## src/rtl/mem_access_pkg.sv

```systemverilog
// mem_access_pkg: memory-op encodings, stage constants and op-decoding helpers
package mem_access_pkg;
  localparam logic [3:0] OpNone = 4'd0, OpLb = 4'd1, OpLbu = 4'd2, OpLh = 4'd3, OpLhu = 4'd4,
                         OpLw = 4'd5, OpSb = 4'd6, OpSh = 4'd7, OpSw = 4'd8, OpLd = 4'd9, OpSd = 4'd10;
  localparam logic RstEnable = 1'b1;
  localparam logic WriteDisable = 1'b0;
  localparam int NOPRegAddr = 0;
  localparam logic [63:0] ZeroWord = '0;
  localparam logic [1:0] ExcpNone = 2'b00, ExcpMisalign = 2'b01, ExcpTimeout = 2'b10;
  typedef enum logic {IDLE, BUSY} state_e;
  function automatic logic is_load(input logic [3:0] op, input int dw);
    return (op inside {OpLb, OpLbu, OpLh, OpLhu, OpLw}) || (dw == 64 && op == OpLd);
  endfunction
  function automatic logic is_store(input logic [3:0] op, input int dw);
    return (op inside {OpSb, OpSh, OpSw}) || (dw == 64 && op == OpSd);
  endfunction
  function automatic logic op_signed(input logic [3:0] op);
    return op inside {OpLb, OpLh, OpLw};
  endfunction
  // log2 of the access size in bytes
  function automatic logic [1:0] op_size(input logic [3:0] op);
    return (op inside {OpLb, OpLbu, OpSb}) ? 2'd0 : (op inside {OpLh, OpLhu, OpSh}) ? 2'd1 :
           (op inside {OpLw, OpSw}) ? 2'd2 : 2'd3;
  endfunction
endpackage

```

## src/rtl/load_align.sv

```systemverilog
// load_align: selects the addressed lanes of a read word and sign/zero-extends them
module load_align import mem_access_pkg::*; #(
  parameter int DATA_W = 32
) (
  input  logic [3:0]                  op_i,
  input  logic [$clog2(DATA_W/8)-1:0] off_i,
  input  logic [DATA_W-1:0]           rdata_i,
  output logic [DATA_W-1:0]           data_o
);
  logic [DATA_W-1:0] lane, top;
  int pad;
  always_comb begin
    pad = DATA_W - (8 << op_size(op_i));
    lane = rdata_i >> {off_i, 3'b000};
    top = lane << pad;
    data_o = op_signed(op_i) ? DATA_W'($signed(top) >>> pad) : top >> pad;
  end
endmodule

```

## src/rtl/mem_access.sv

```systemverilog
// mem_access: load/store stage; forwards ALU results and runs one bus transaction at a time
module mem_access import mem_access_pkg::*; #(
  parameter int DATA_W  = 32,
  parameter int ADDR_W  = 32,
  parameter int REG_AW  = 5,
  parameter int TIMEOUT = 255
) (
  input  logic                clk,
  input  logic                rst,
  input  logic                valid_i,
  input  logic [REG_AW-1:0]   wd_i,
  input  logic                wreg_i,
  input  logic [DATA_W-1:0]   wdata_i,
  input  logic [3:0]          mem_op_i,
  input  logic [ADDR_W-1:0]   mem_addr_i,
  input  logic [DATA_W-1:0]   mem_sdata_i,
  input  logic                flush_i,
  output logic [REG_AW-1:0]   wd_o,
  output logic                wreg_o,
  output logic [DATA_W-1:0]   wdata_o,
  output logic                stall_req_o,
  output logic [1:0]          excp_o,
  output logic                mem_req_o,
  output logic                mem_we_o,
  output logic [ADDR_W-1:0]   mem_addr_o,
  output logic [DATA_W/8-1:0] mem_sel_o,
  output logic [DATA_W-1:0]   mem_wdata_o,
  input  logic [DATA_W-1:0]   mem_rdata_i,
  input  logic                mem_ack_i
);
  localparam int NB = DATA_W / 8;
  localparam int OW = $clog2(NB);
  localparam int CW = $clog2(TIMEOUT + 1);
  state_e state_q, state_d;
  logic [3:0] op_q, op_d;
  logic [REG_AW-1:0] rd_q, rd_d, wd_q, wd_d;
  logic [ADDR_W-1:0] addr_q, addr_d;
  logic [NB-1:0] sel_q, sel_d, sel_in;
  logic [DATA_W-1:0] sdata_q, sdata_d, rep_in, wdata_q, wdata_d, ld_data;
  logic [CW-1:0] cnt_q, cnt_d;
  logic fl_q, fl_d, wreg_q, wreg_d, aligned, busy;
  logic [1:0] excp_q, excp_d, sz;
  logic [OW-1:0] off;
  load_align #(.DATA_W(DATA_W)) u_load_align (
    .op_i(op_q), .off_i(addr_q[OW-1:0]), .rdata_i(mem_rdata_i), .data_o(ld_data)
  );
  // byte enables and store data replicated across every lane the access size repeats into
  always_comb begin
    off = mem_addr_i[OW-1:0];
    sz = op_size(mem_op_i);
    aligned = (off & OW'((1 << sz) - 1)) == '0;
    sel_in = NB'(((1 << (1 << sz)) - 1) << off);
    for (int i = 0; i < NB; i++) rep_in[8*i +: 8] = mem_sdata_i[8*(i & ((1 << sz) - 1)) +: 8];
  end
  always_comb begin
    state_d = state_q;
    op_d = op_q;
    rd_d = rd_q;
    addr_d = addr_q;
    sel_d = sel_q;
    sdata_d = sdata_q;
    cnt_d = cnt_q;
    fl_d = fl_q;
    wd_d = REG_AW'(NOPRegAddr);
    wreg_d = WriteDisable;
    wdata_d = DATA_W'(ZeroWord);
    excp_d = ExcpNone;
    if (state_q == IDLE) begin
      if (valid_i && !flush_i) begin
        if (!is_load(mem_op_i, DATA_W) && !is_store(mem_op_i, DATA_W)) begin
          wd_d = wd_i;
          wreg_d = wreg_i;
          wdata_d = wdata_i;
        end else if (!aligned) begin
          excp_d = ExcpMisalign;
        end else begin
          state_d = BUSY;
          op_d = mem_op_i;
          rd_d = wd_i;
          addr_d = mem_addr_i;
          sel_d = sel_in;
          sdata_d = rep_in;
          cnt_d = '0;
          fl_d = 1'b0;
        end
      end
    end else begin
      fl_d = fl_q | flush_i;
      cnt_d = cnt_q + CW'(1);
      if (mem_ack_i) begin
        state_d = IDLE;
        if (is_load(op_q, DATA_W) && !fl_d) begin
          wd_d = rd_q;
          wreg_d = 1'b1;
          wdata_d = ld_data;
        end
      end else if (cnt_q == CW'(TIMEOUT - 1)) begin
        state_d = IDLE;
        excp_d = ExcpTimeout;
      end
    end
  end
  always_ff @(posedge clk) begin
    if (rst == RstEnable) begin
      state_q <= IDLE;
      op_q <= OpNone;
      rd_q <= '0;
      addr_q <= '0;
      sel_q <= '0;
      sdata_q <= '0;
      cnt_q <= '0;
      fl_q <= 1'b0;
      wd_q <= '0;
      wreg_q <= WriteDisable;
      wdata_q <= '0;
      excp_q <= ExcpNone;
    end else begin
      state_q <= state_d;
      op_q <= op_d;
      rd_q <= rd_d;
      addr_q <= addr_d;
      sel_q <= sel_d;
      sdata_q <= sdata_d;
      cnt_q <= cnt_d;
      fl_q <= fl_d;
      wd_q <= wd_d;
      wreg_q <= wreg_d;
      wdata_q <= wdata_d;
      excp_q <= excp_d;
    end
  end
  assign busy = state_q == BUSY;
  assign stall_req_o = busy;
  assign mem_req_o = busy;
  assign mem_we_o = busy && is_store(op_q, DATA_W);
  assign mem_addr_o = busy ? {addr_q[ADDR_W-1:OW], {OW{1'b0}}} : '0;
  assign mem_sel_o = busy ? sel_q : '0;
  assign mem_wdata_o = busy ? sdata_q : '0;
  assign wd_o = wd_q;
  assign wreg_o = wreg_q;
  assign wdata_o = wdata_q;
  assign excp_o = excp_q;
endmodule

```

## config.mk

```make
export PLATFORM = sky130hd
export DESIGN_NAME = mem_access
export DESIGN_NICKNAME = d
export VERILOG_FILES = /design/src/rtl/mem_access_pkg.sv /design/src/rtl/load_align.sv /design/src/rtl/mem_access.sv
export SDC_FILE = /design/constraint.sdc
export NUM_CORES = 1
export LEC_CHECK = 0
export ABC_AREA = 1
export CORE_AREA = 4 4 163 165
export CTS_CLUSTER_DIAMETER = 30
export DETAILED_ROUTE_END_ITERATION = 6
export DIE_AREA = 0 0 167 169
export GPL_TIMING_DRIVEN = 0
export PLACE_DENSITY = 0.64
export SLEW_MARGIN = 15
export SYNTH_ARGS = -nofsm -noshare
export SYNTH_HDL_FRONTEND = slang
export SYNTH_HIERARCHICAL = 1
export SYNTH_SLANG_ARGS = --single-unit
```

## constraint.sdc

```tcl
create_clock -name clk -period 2 [get_ports clk]
set_input_delay 0.4 -clock clk [delete_from_list [all_inputs] [get_ports clk]]
set_output_delay 0.4 -clock clk [all_outputs]
set_load 0.05 [all_outputs]
```

==> results.py, run 1 <==
metrics = {
    "status": {
        "status": "complete, but fails checks",
        "violations": "setup timing",
    },
    "cts": {
        "clock_path_buffers": 2,
        "cts_tree": "yes",
        "path_clk_slew_ns": 0.07,
        "cts.sinks": 127,
        "cts_inserted_buffers": 17,
        "ctsHoldBuffers": 0,
        "clock_latency_ns": 0.43,
        "cts_max_level": 4,
        "clockRootBuffer": "clkbuf_16",
    },
    "timing": {
        "fin_crit_ns": 2.11,
        "setup_viol": 9,
        "tightestPinTransition_ns": 0.737,
        "max_freq_ghz": 0.474,
        "hold_slack_ns": 0.379,
        "timing.final.ws_setup_ns": -0.111,
        "slew_headroom_pct": 50.9,
        "finClkSkew_ns": 0.0167,
        "final_max_slew_viol_count": 0,
        "rsz0062_at_grt": "yes",
        "min_period_over_period_pct": 106,
        "finalHoldViolCount": 0,
    },
    "drt": {
        "drt_pass1_iterations": 5,
        "ant_nets": 0,
        "wl_mm": 28.6,
        "drc": 0,
        "vias_per_cell": 4.71,
        "drt_iter0_markers": 592,
        "dr_total_vias": 8859,
        "wire_per_inst_um": 15.2,
    },
    "floorplanning": {
        "rows": 58,
        "core-area_um2": 25000,
        "ios": 254,
        "die_area_um2": 28200,
        "die_h_um": 169,
        "die_x_um": 167,
        "floorplan.initialDensity_pct": 29.5,
    },
    "final_layout": {
        "finalNonFillerCells": 1880,
        "regArea_um2": 2560,
        "drive_gt1_share_pct": 15.8,
        "multi_input_comb_area_um2": 3910,
        "mostFrequentLayoutCell": "nand2_1",
        "nFillCells": 2657,
        "fin_util_pct": 45.3,
        "nNetsFinal": 1681,
        "final_cell_mix": "nand2_1, clkdlybuf4s50_1, inv_1",
        "area_delta_synth_final_pct": 53.3,
    },
    "global_route": {
        "grt_pass1_vias": 8313,
        "grt_usage_pct": 19.6,
        "grt_max_degree": 17,
        "grt_pass1_wl_mm": 44.0,
        "overflow": 0,
        "antenna_found_initial": 6,
    },
    "setup_path": {
        "slowest_stage": "or3_4",
        "crit_family": "simple AND/OR/NAND/NOR gates",
        "worstSetupStartpointType": "flop",
        "crit_required_ns": 1.60,
        "arrival_ns": 1.71,
        "path_class": "flop to primary output",
        "slowest_delay_ns": 0.40,
        "crit_fanout": 6,
        "worst-path-buf-inv": 2,
        "end_kind": "primary output",
        "crit_chain": "or3_4, buf_8, a211oi_4, buf_6",
    },
    "placement": {
        "dp_cells": 1813,
        "dp_hpwl_mm": 21.5,
        "place_congestion": 0.939,
        "numPortBuffers": 250,
        "dp_slack_ns": -0.956,
    },
    "yosys": {
        "synth_edf_count": 0,
        "synthArstFlopShare_pct": 0,
        "ys_ff_latch": 127,
        "synthesis.area_um2": 7400,
        "synthCells": 1232,
        "yosysUniqueCellTypes": 39,
        "yosysWarnings": 6,
        "ys.flop_type": "dfxtp_1",
        "ys_seq_area_share_pct": 34.4,
        "avgSynthCellArea_um2": 6.00,
    },
    "power": {
        "p_leak_nw": 5.67,
        "total_power_mw": 7.15,
        "vdd_drop_max_mv": 0.316,
        "power_density_nw_per_um2": 631,
    },
    "job": {
        "maxCapViolCount": 0,
    },
    "hold_path": {
        "hp-class": "input pin to flop",
    },
}
==> layout make-up <==
cell class / count / area share, %
clock inverter: 15 / 1.50
tap: 330 / 3.64
clock buffer: 17 / 3.75
timing repair buffer: 284 / 23.4
buffer: 75 / 4.71
inverter: 177 / 5.95
antenna: 1 / 0.0221
multi-input combinational: 854 / 34.5
sequential: 127 / 22.6
==> through the flow <==
step	instance area (um^2)	setup TNS, ns
4_1_cts	11100	-0.184
6_report	11300	-0.393
2_1_floorplan	7410	-0.0669
3_3_place_gp	10300	-113.97
5_1_grt	11300	-2.82
3_5_place_dp	10300	-117.48
==> flip-flops by register name, summed over array words and instances, names as in the netlist <==
signal,count
wreg_o,1
rd_q,5
mem_req_o,1
op_q,4
cnt_q,8
sdata_q,32
wdata_o,32
wd_o,5
fl_q,1
excp_o,2
sel_q,4
addr_q,32
==> per-layer routing <==
layer	GRT usage, %	vias up	routed length (um)
met5	0	-	54
met1	23.4	3999	11800
li1	-	4419	-
met4	7.15	10	814
met2	33.1	371	13400
met3	6.21	60	2600
==> cells in the mapped netlist, types with 2 or more instances <==
| cell type | n | area [um^2] |
|---|---|---|
| nand4_1 | 38 | 238 |
| nand3_2 | 4 | 40.0 |
| inv_1 | 169 | 634 |
| o31ai_1 | 7 | 52.6 |
| buf_6 | 13 | 146 |
| nand3b_1 | 5 | 37.5 |
| nor2_4 | 4 | 45.0 |
| o211ai_1 | 5 | 37.5 |
| nor2_1 | 156 | 586 |
| buf_1 | 10 | 37.5 |
| and2_1 | 3 | 18.8 |
| o21ai_1 | 3 | 15.0 |
| nor3_1 | 4 | 20.0 |
| a21oi_1 | 62 | 310 |
| buf_4 | 6 | 45.0 |
| ha_1 | 2 | 25.0 |
| a22oi_1 | 2 | 15.0 |
| o21ai_0 | 36 | 180 |
| nand2_2 | 3 | 18.8 |
| nand2_1 | 428 | 1610 |
| buf_2 | 19 | 95.1 |
| dfxtp_1 | 127 | 2540 |
| a311oi_1 | 3 | 26.3 |
| nor2_2 | 4 | 25.0 |
| clkbuf_1 | 27 | 101 |
| nand3_1 | 74 | 370 |
| inv_2 | 6 | 22.5 |
==> worst min-delay path: cells and delay by family <==
family,cells,cell delay (ns)
buffers and inverters,1,0.20
and+or+nand+nor,2,0.16
==> kinds of logic (layout without fill, tap and decap cells) <==
family	count (synthesis)	after routing	share of synthesized area, %
and+or+nand+nor	727	727	41.3
buffers and inverters	252	568	14.8
DFF	127	127	34.4
AOI/OAI and AO/OA	123	123	9.15
adders and majority gates	2	2	0.338
other	1	3	0.0507
==> timing repair <==
| item | in CTS | in global routing |
|---|---|---|
| pin swaps | 21 | 11 |
| setup buffers | 25 | 6 |
| gates cloned | 2 | 2 |
| resized for setup | 460 | 60 |
| setup endpoints to repair | 175 | 157 |
==> path summary, 6_finish.rpt <==
check,startpoint,end,slack [ns],cells past startpoint
worst min-delay path,mem_op_i[3],op_q[3],0.38,3
worst min register to register,sdata_q[2],sdata_q[2],0.45,2
worst max-delay path,op_q[2],mem_we_o,-0.11,4
worst max register to register,op_q[2],wdata_o[17],-0.08,13
==> power breakdown <==
group	total (mW)	internal (mW)	switching, mW	leakage (nW)
combinational	1.32	0.589	0.731	4.34
sequential	2.63	2.59	0.0373	1.03
clock	3.20	1.79	1.41	0.293
total	7.15	4.97	2.18	5.67
(Power assumes the default switching activity.)
==> run 2, diff against run 1 <==
--- a/config.mk
+++ b/config.mk
@@ -6,6 +6,7 @@
 export NUM_CORES = 1
 export LEC_CHECK = 0
 export ABC_AREA = 1
+export CAP_MARGIN = 15
 export CORE_AREA = 4 4 163 165
 export CTS_CLUSTER_DIAMETER = 30
 export DETAILED_ROUTE_END_ITERATION = 6
==> results of run 2 <==
The final DEF is identical to that of run 1; final timing and power are the same.
